File: src/rtl/tx_tag_pkg.sv
// -----------------------------------------------------------------------------
// tx_tag_pkg
// Shared definitions for the egress header editor: the editor FSM state
// encoding, tag constants and header offsets, and the helper that picks the
// next insertion state after the address bytes (or a stripped tag) are done.
// -----------------------------------------------------------------------------
package tx_tag_pkg;

  typedef enum logic [2:0] {
    ST_IDLE     = 3'd0,
    ST_ADDR     = 3'd1,
    ST_STRIP    = 3'd2,
    ST_INS_VLAN = 3'd3,
    ST_INS_RTAG = 3'd4,
    ST_PAYLOAD  = 3'd5,
    ST_DISCARD  = 3'd6
  } tx_state_e;

  localparam logic [15:0] VLAN_TPID           = 16'h8100;
  localparam logic [15:0] RTAG_ETHERTYPE_DFLT = 16'hF1C1;

  // Byte index of the last SMAC byte; the tag area starts right after it.
  localparam logic [3:0]  SMAC_END  = 4'd11;
  localparam int          TAG_LEN   = 4;
  localparam int          RTAG_LEN  = 6;

  // Insertion order is fixed: VLAN tag first, then R-TAG, then the frame's
  // own EtherType/payload.
  function automatic tx_state_e tag_next(input logic ins_vlan,
                                         input logic ins_rtag);
    if (ins_vlan) return ST_INS_VLAN;
    if (ins_rtag) return ST_INS_RTAG;
    return ST_PAYLOAD;
  endfunction

endpackage

File: src/rtl/axis_byte_reg.sv
// -----------------------------------------------------------------------------
// axis_byte_reg
// Single output register stage for a byte stream with last/err sidebands.
// The producer may load only when can_load is high; while out_valid is high
// and out_ready is low, data/last/err are held unchanged.
//
// Ports
//   clk, rst       clock, asynchronous active-high reset
//   load           write load_data/load_last/load_err into the register
//   load_data      byte to register
//   load_last      end-of-frame marker for that byte
//   load_err       abort marker for that byte
//   can_load       register empty or being drained this cycle
//   out_data       registered byte
//   out_valid      register holds a byte
//   out_last       registered end-of-frame marker
//   out_err        registered abort marker
//   out_ready      downstream accepts the registered byte
// -----------------------------------------------------------------------------
module axis_byte_reg #(
  parameter int W = 8
) (
  input  logic         clk,
  input  logic         rst,
  input  logic         load,
  input  logic [W-1:0] load_data,
  input  logic         load_last,
  input  logic         load_err,
  output logic         can_load,
  output logic [W-1:0] out_data,
  output logic         out_valid,
  output logic         out_last,
  output logic         out_err,
  input  logic         out_ready
);

  assign can_load = ~out_valid | out_ready;

  always_ff @(posedge clk or posedge rst) begin
    if (rst) begin
      out_data  <= '0;
      out_valid <= 1'b0;
      out_last  <= 1'b0;
      out_err   <= 1'b0;
    end else if (load) begin
      out_data  <= load_data;
      out_valid <= 1'b1;
      out_last  <= load_last;
      out_err   <= load_err;
    end else if (out_ready) begin
      out_valid <= 1'b0;
    end
  end

endmodule

File: src/rtl/tx_frm_tag_edit.sv
// -----------------------------------------------------------------------------
// tx_frm_tag_edit
// Egress header editor. Per frame, a metadata word selects whether to strip
// an existing 802.1Q tag (bytes 12-15), insert a new 802.1Q tag after the
// SMAC, and/or insert an 802.1CB R-TAG after that. Frames are discarded when
// the port link is down at the metadata handshake. FCS is added downstream.
//
// Handshakes: every stream/metadata transfer happens on a rising clock edge
// where valid and ready are both high; a producer holding valid keeps its
// data stable until that edge, and ready never depends on the same-cycle
// valid of the channel it qualifies.
//
// Ports
//   i_clk, i_rst              clock, asynchronous active-high reset
//   i_mac_port_link           link status, sampled at metadata handshake
//   i_meta_vld/o_meta_ready   metadata handshake
//   i_meta_*                  strip/insert flags, VLAN PCP/VID, R-TAG seq
//   i_mac_axi_data*           input frame byte stream, o_mac_axi_data_ready
//   o_mac_axi_data*           edited frame stream to the TX MAC, err = abort
//   o_frm_done                pulse per completed (or discarded) frame
//   o_dbg_state               current editor FSM state
// -----------------------------------------------------------------------------
module tx_frm_tag_edit
  import tx_tag_pkg::*;
#(
  parameter int          PORT_MNG_DATA_WIDTH = 8,
  parameter logic [15:0] RTAG_ETHERTYPE      = RTAG_ETHERTYPE_DFLT
) (
  input  logic                           i_clk,
  input  logic                           i_rst,
  input  logic                           i_mac_port_link,
  input  logic                           i_meta_vld,
  output logic                           o_meta_ready,
  input  logic                           i_meta_strip_vlan,
  input  logic                           i_meta_ins_vlan,
  input  logic [2:0]                     i_meta_vlan_pri,
  input  logic [11:0]                    i_meta_vlan_id,
  input  logic                           i_meta_ins_rtag,
  input  logic [15:0]                    i_meta_rtag_seq,
  input  logic [PORT_MNG_DATA_WIDTH-1:0] i_mac_axi_data,
  input  logic                           i_mac_axi_data_valid,
  output logic                           o_mac_axi_data_ready,
  input  logic                           i_mac_axi_data_last,
  output logic [PORT_MNG_DATA_WIDTH-1:0] o_mac_axi_data,
  output logic                           o_mac_axi_data_valid,
  input  logic                           i_mac_axi_data_ready,
  output logic                           o_mac_axi_data_last,
  output logic                           o_mac_axi_data_err,
  output logic                           o_frm_done,
  output logic [2:0]                     o_dbg_state
);

  localparam int W = PORT_MNG_DATA_WIDTH;

  tx_state_e    state_q, state_d;
  logic [3:0]   hdr_cnt_q, hdr_cnt_d;
  logic [2:0]   ins_cnt_q, ins_cnt_d;

  logic         m_strip_q, m_vlan_q, m_rtag_q;
  logic [2:0]   m_pri_q;
  logic [11:0]  m_vid_q;
  logic [15:0]  m_seq_q;

  logic         meta_ready, meta_take;
  logic         can_load, in_ready, in_fire;
  logic         ld, ld_last, ld_err;
  logic [W-1:0] ld_data;
  logic         done_d, done_q;
  logic [7:0]   vlan_byte, rtag_byte;

  // Input is accepted only in states that consume bytes. STRIP also waits
  // for register space because a runt ending there forwards its last byte.
  always_comb begin
    unique case (state_q)
      ST_ADDR, ST_STRIP, ST_PAYLOAD: in_ready = can_load;
      ST_DISCARD:                    in_ready = 1'b1;
      default:                       in_ready = 1'b0;
    endcase
  end

  assign in_fire = i_mac_axi_data_valid & in_ready;

  always_comb begin
    unique case (ins_cnt_q)
      3'd0:    vlan_byte = VLAN_TPID[15:8];
      3'd1:    vlan_byte = VLAN_TPID[7:0];
      3'd2:    vlan_byte = {m_pri_q, 1'b0, m_vid_q[11:8]};
      default: vlan_byte = m_vid_q[7:0];
    endcase
  end

  always_comb begin
    unique case (ins_cnt_q)
      3'd0:       rtag_byte = RTAG_ETHERTYPE[15:8];
      3'd1:       rtag_byte = RTAG_ETHERTYPE[7:0];
      3'd2, 3'd3: rtag_byte = 8'h00;
      3'd4:       rtag_byte = m_seq_q[15:8];
      default:    rtag_byte = m_seq_q[7:0];
    endcase
  end

  // Next state, counters and output register load.
  always_comb begin
    state_d    = state_q;
    hdr_cnt_d  = hdr_cnt_q;
    ins_cnt_d  = ins_cnt_q;
    meta_ready = 1'b0;
    meta_take  = 1'b0;
    ld         = 1'b0;
    ld_data    = '0;
    ld_last    = 1'b0;
    ld_err     = 1'b0;
    done_d     = o_mac_axi_data_valid & i_mac_axi_data_ready & o_mac_axi_data_last;

    unique case (state_q)
      ST_IDLE: begin
        meta_ready = 1'b1;
        if (i_meta_vld) begin
          meta_take = 1'b1;
          hdr_cnt_d = '0;
          state_d   = i_mac_port_link ? ST_ADDR : ST_DISCARD;
        end
      end

      ST_ADDR: begin
        if (in_fire) begin
          ld      = 1'b1;
          ld_data = i_mac_axi_data;
          ld_last = i_mac_axi_data_last;
          // A frame ending inside the address bytes is a runt: abort it.
          ld_err  = i_mac_axi_data_last;
          if (i_mac_axi_data_last) begin
            state_d = ST_IDLE;
          end else if (hdr_cnt_q == SMAC_END) begin
            hdr_cnt_d = '0;
            ins_cnt_d = '0;
            state_d   = m_strip_q ? ST_STRIP : tag_next(m_vlan_q, m_rtag_q);
          end else begin
            hdr_cnt_d = hdr_cnt_q + 4'd1;
          end
        end
      end

      ST_STRIP: begin
        if (in_fire) begin
          if (i_mac_axi_data_last) begin
            ld      = 1'b1;
            ld_data = i_mac_axi_data;
            ld_last = 1'b1;
            ld_err  = 1'b1;
            state_d = ST_IDLE;
          end else if (hdr_cnt_q == 4'(TAG_LEN - 1)) begin
            ins_cnt_d = '0;
            state_d   = tag_next(m_vlan_q, m_rtag_q);
          end else begin
            hdr_cnt_d = hdr_cnt_q + 4'd1;
          end
        end
      end

      ST_INS_VLAN: begin
        if (can_load) begin
          ld      = 1'b1;
          ld_data = W'(vlan_byte);
          if (ins_cnt_q == 3'(TAG_LEN - 1)) begin
            ins_cnt_d = '0;
            state_d   = m_rtag_q ? ST_INS_RTAG : ST_PAYLOAD;
          end else begin
            ins_cnt_d = ins_cnt_q + 3'd1;
          end
        end
      end

      ST_INS_RTAG: begin
        if (can_load) begin
          ld      = 1'b1;
          ld_data = W'(rtag_byte);
          if (ins_cnt_q == 3'(RTAG_LEN - 1)) begin
            ins_cnt_d = '0;
            state_d   = ST_PAYLOAD;
          end else begin
            ins_cnt_d = ins_cnt_q + 3'd1;
          end
        end
      end

      ST_PAYLOAD: begin
        if (in_fire) begin
          ld      = 1'b1;
          ld_data = i_mac_axi_data;
          ld_last = i_mac_axi_data_last;
          if (i_mac_axi_data_last) state_d = ST_IDLE;
        end
      end

      ST_DISCARD: begin
        if (in_fire && i_mac_axi_data_last) begin
          done_d  = 1'b1;
          state_d = ST_IDLE;
        end
      end

      default: state_d = ST_IDLE;
    endcase
  end

  always_ff @(posedge i_clk or posedge i_rst) begin
    if (i_rst) begin
      state_q   <= ST_IDLE;
      hdr_cnt_q <= '0;
      ins_cnt_q <= '0;
      done_q    <= 1'b0;
    end else begin
      state_q   <= state_d;
      hdr_cnt_q <= hdr_cnt_d;
      ins_cnt_q <= ins_cnt_d;
      done_q    <= done_d;
    end
  end

  always_ff @(posedge i_clk or posedge i_rst) begin
    if (i_rst) begin
      m_strip_q <= 1'b0;
      m_vlan_q  <= 1'b0;
      m_rtag_q  <= 1'b0;
      m_pri_q   <= '0;
      m_vid_q   <= '0;
      m_seq_q   <= '0;
    end else if (meta_take) begin
      m_strip_q <= i_meta_strip_vlan;
      m_vlan_q  <= i_meta_ins_vlan;
      m_rtag_q  <= i_meta_ins_rtag;
      m_pri_q   <= i_meta_vlan_pri;
      m_vid_q   <= i_meta_vlan_id;
      m_seq_q   <= i_meta_rtag_seq;
    end
  end

  axis_byte_reg #(.W(W)) u_out_reg (
    .clk       (i_clk),
    .rst       (i_rst),
    .load      (ld),
    .load_data (ld_data),
    .load_last (ld_last),
    .load_err  (ld_err),
    .can_load  (can_load),
    .out_data  (o_mac_axi_data),
    .out_valid (o_mac_axi_data_valid),
    .out_last  (o_mac_axi_data_last),
    .out_err   (o_mac_axi_data_err),
    .out_ready (i_mac_axi_data_ready)
  );

  // Metadata is refused while reset is held, even though the FSM sits in IDLE.
  assign o_meta_ready         = meta_ready & ~i_rst;
  assign o_mac_axi_data_ready = in_ready;
  assign o_frm_done           = done_q;
  assign o_dbg_state          = state_q;

endmodule

File: config.mk
export PLATFORM = sky130hd
export DESIGN_NAME = tx_frm_tag_edit
export DESIGN_NICKNAME = d
export VERILOG_FILES = /design/src/rtl/tx_tag_pkg.sv /design/src/rtl/axis_byte_reg.sv /design/src/rtl/tx_frm_tag_edit.sv
export SDC_FILE = /design/constraint.sdc
export NUM_CORES = 1
export LEC_CHECK = 0
export ABC_AREA = 1
export CAP_MARGIN = 25
export CORE_UTILIZATION = 27
export DETAILED_ROUTE_END_ITERATION = 6
export PLACE_DENSITY = 0.46
export SLEW_MARGIN = 20
export SYNTH_ARGS = -nofsm -noshare
export SYNTH_HDL_FRONTEND = slang
export SYNTH_HIERARCHICAL = 1
export SYNTH_SLANG_ARGS = --single-unit
File: constraint.sdc
create_clock -name i_clk -period 2.3 [get_ports i_clk]
set_clock_uncertainty 0.05 [all_clocks]
set_input_delay 0.69 -clock i_clk [delete_from_list [all_inputs] [get_ports i_clk]]
set_output_delay 0.69 -clock i_clk [all_outputs]
set_load 0.01 [all_outputs]
==> reports/results.ini <==
[synthesis]
syn_area_um2=3130
synth_top_area_frac=0.448
syn_inst=392
netlist_top_cells_area=dfrtp_1, nand2_1, mux2_2
yosysUniqueCellTypes=30
yosys_warnings=6
synth_nets=448
syn_avg_cell_area_um2=7.99
synth_top_cell_by_area=dfrtp_1
synth-seq-cells=56
seq_area_frac_synth=0.448

[global_routing]
antenna_found_initial=0
met2_usage=0.226
met1_usage=0.209
grt_max_degree=46
grt.overflow.total=0
grt_pass1_vias=2710
gr-usage-met3=0.0279
grt_pass1_wl_mm=13.4
grt_util_all_layers=0.146
busiest_layer=met2

[power]
clkPwrFrac=0.163
p_int_mw=2.90
p_comb_frac=0.503
p_sw_frac=0.408
sequentialPowerShare=0.334
power_leakage_nw=2.03
vdd_drop_max_mv=0.459
finalPower_mw=4.90
p_switching_mw=2.00
p_per_area_nw_per_um2=1150

[timing]
hold_violations=0
fin_crit_sh=0.981
tightestPinTransition_ns=0.436
setup_viol=0
rsz0062_at_grt=no
slew-limit-headroom=0.709
setup_tns_ns=0
drv_slew=0
max_freq_ghz=0.443
min_period_ns=2.26

[run_status]
status=completed

[hold_path]
min_from=u_out_reg/out_data[1]
holdPathStages=2
hp-class=register to register
hold_end=u_out_reg/out_data[1]

[detailed_routing]
wl_per_cell_um=13.1
drc=0
vias=2760
drtIter0Drc=93
first_pass_iters=5
ant_nets=0
routed_wl_mm=8.09
via_per_inst=4.48

[critical_path]
worstSetupPathType=input pin to output pin
cp-end-kind=output pin
crit_path_cell_trace=clkdlybuf4s50_1, inv_1, nand2_2, nand2_2, nand2_4, buf_6
r2r_end=u_out_reg/out_data[1]
crit_buf_inv=3
slowest_stage=clkdlybuf4s50_1
required_ns=1.56
arrival_ns=1.52
cp_max_fo=2
timing.reg2reg.setup_slack_ns=0.24
critPathLaunchType=input pin
crit_top_cell=nand2_2
cp_top_family=buffers and inverters
r2r_start=ins_cnt_q[0]
r2r_cells=13
critPathMaxStageDelay_ns=0.48

[floorplan]
rows=38
die_x_um=110
initial_utilization=0.283
dieArea_um2=12000
die_h_um=110
io_pins=66
coreArea_um2=11100

[cells_and_area]
diodes=0
syn_to_final_growth_pct=35.6
nFillCells=1192
layout.nets=531
final_area_um2=4240
drive_gt1_frac=0.153

[placement]
port-buffer-count=65
finalWeightedCongestion=0.843
dp_hpwl_mm=6.29
place_area_um2=4080

[clock_tree]
cts-root-buf=clkbuf_16
cts_sinks=56
cts-buffers-inserted=5
clk_pin_slew_ns=0.07
cts_tree=done
clk_path_buf_depth=2
post_cts_buffers=0
holdBufCountCts=0
clk_latency_ns=0.30
htree_levels=2

[job]
maxCapViolCount=0

[per-layer routing]
| metal | up-vias | wire, µm |
|---|---|---|
| li1 | 1417 | - |
| met1 | 1265 | 4120 |
| met2 | 71 | 3460 |
| met3 | 7 | 421 |
| met4 | 0 | 82 |
| met5 | - | 0 |
[per-stage QoR]
stage,util,setup WS [ns],hold slack [ns],cells
after detailed placement,0.368,-0.401,0.413,608
after global routing,0.383,0.0163,0.458,616
after CTS,0.382,0.0258,0.432,616
after global placement,0.368,-0.386,0.404,608
after floorplan,-,0.501,0.423,392
final,0.383,0.0439,0.426,616
[power groups by stage]
stage | sequential [mW] | combinational [mW] | clock, mW
final | 1.64 | 2.46 | 0.799
after global placement | 1.64 | 2.46 | 0
after detailed placement | 1.65 | 2.47 | 0
after floorplan | 1.63 | 1.61 | 0
after global routing | 1.68 | 2.77 | 0.875
after CTS | 1.64 | 2.47 | 0.834
[how the worst max path moves through the flow]
stage	startpoint	cells after the start	slack [ns]	to
after floorplan	i_rst	1	0.50	hdr_cnt_q[0]
after global placement	i_mac_axi_data_ready	6	-0.39	o_mac_axi_data_ready
after detailed placement	i_mac_axi_data_ready	6	-0.40	o_mac_axi_data_ready
after CTS	i_mac_axi_data_ready	6	0.03	o_mac_axi_data_ready
after global routing	i_mac_axi_data_ready	6	0.02	o_mac_axi_data_ready
final	i_mac_axi_data_ready	6	0.04	o_mac_axi_data_ready
[cells by family after synthesis]
| logic type | after synthesis | synth area share |
|---|---|---|
| adders and majority gates | 7 | 0.0280 |
| xor gates and xnor gates | 2 | 0.00560 |
| and+or+nand+nor | 201 | 0.274 |
| muxes | 22 | 0.0791 |
| AOI/OAI and AO/OA | 53 | 0.0955 |
| buffers and inverters | 51 | 0.0699 |
| DFF | 56 | 0.448 |
[placed cells by master, fill, tap and decap left out, drive strengths merged]
cell type,instances
nand2,134
mux2,22
xnor2,1
o22ai,1
nor2,36
xor2,1
clkdlybuf4s50,63
clkinv,1
o211ai,2
nand4,2
o21ai,25
buf,20
a22oi,1
dfrtp,56
ha,7
a21oi,20
inv,44
nand3,29
o21bai,4
clkbuf,5
dlygate4sd2,1
clkinvlp,1
[state kept, by name, summed over array words and instances, names as in the netlist, 3 cells and up]
register,cells
hdr_cnt_q,4
m_seq_q,16
m_vid_q,12
m_pri_q,3
u_out_reg/out_data,8
ins_cnt_q,3
o_dbg_state,3
[synthesized netlist by cell type]
master      n
nand2_1   125
dfrtp_1    56
inv_1      39
nor2_1     32
nand3_1    27
mux2_2     22
a21oi_1    19
o21ai_0    18
ha_1        7
nand2_2     6
o21ai_1     6
buf_4       4
o21bai_1    4
inv_2       3
nand2_4     3
nor2_2      3
buf_2       2
nand3_2     2
nand4_1     2
o211ai_1    2
a21oi_4     1
a22oi_1     1
buf_6       1
clkbuf_1    1
inv_4       1
nor2_4      1
o21ai_2     1
o22ai_1     1
xnor2_1     1
xor2_1      1
[cell type report]
class                           instances  area, µm²  share of cell area
Multi-Input combinational cell        285       1520               0.358
Clock inverter                          3       27.5             0.00649
Clock buffer                            5        125              0.0295
Timing Repair Buffer                   84        831               0.196
Sequential cell                        56       1400               0.330
Inverter                               43        164              0.0386
Tap cell                              140        175              0.0413
[repair_timing]
item,CTS,global route
resized for setup,7,2
hold endpoints to repair,0,0
setup endpoints to repair,2,5
[worst register-to-register path: cells and delay by family, from the launching register on]
kind / cells / cell delay (ns)
buffers and inverters: 2 / 0.17
DFF: 1 / 0.41
AOI/OAI and AO/OA: 2 / 0.38
adders and majority gates: 1 / 0.29
and+or+nand+nor: 8 / 0.71
Power figures use the tool's default switching activity.
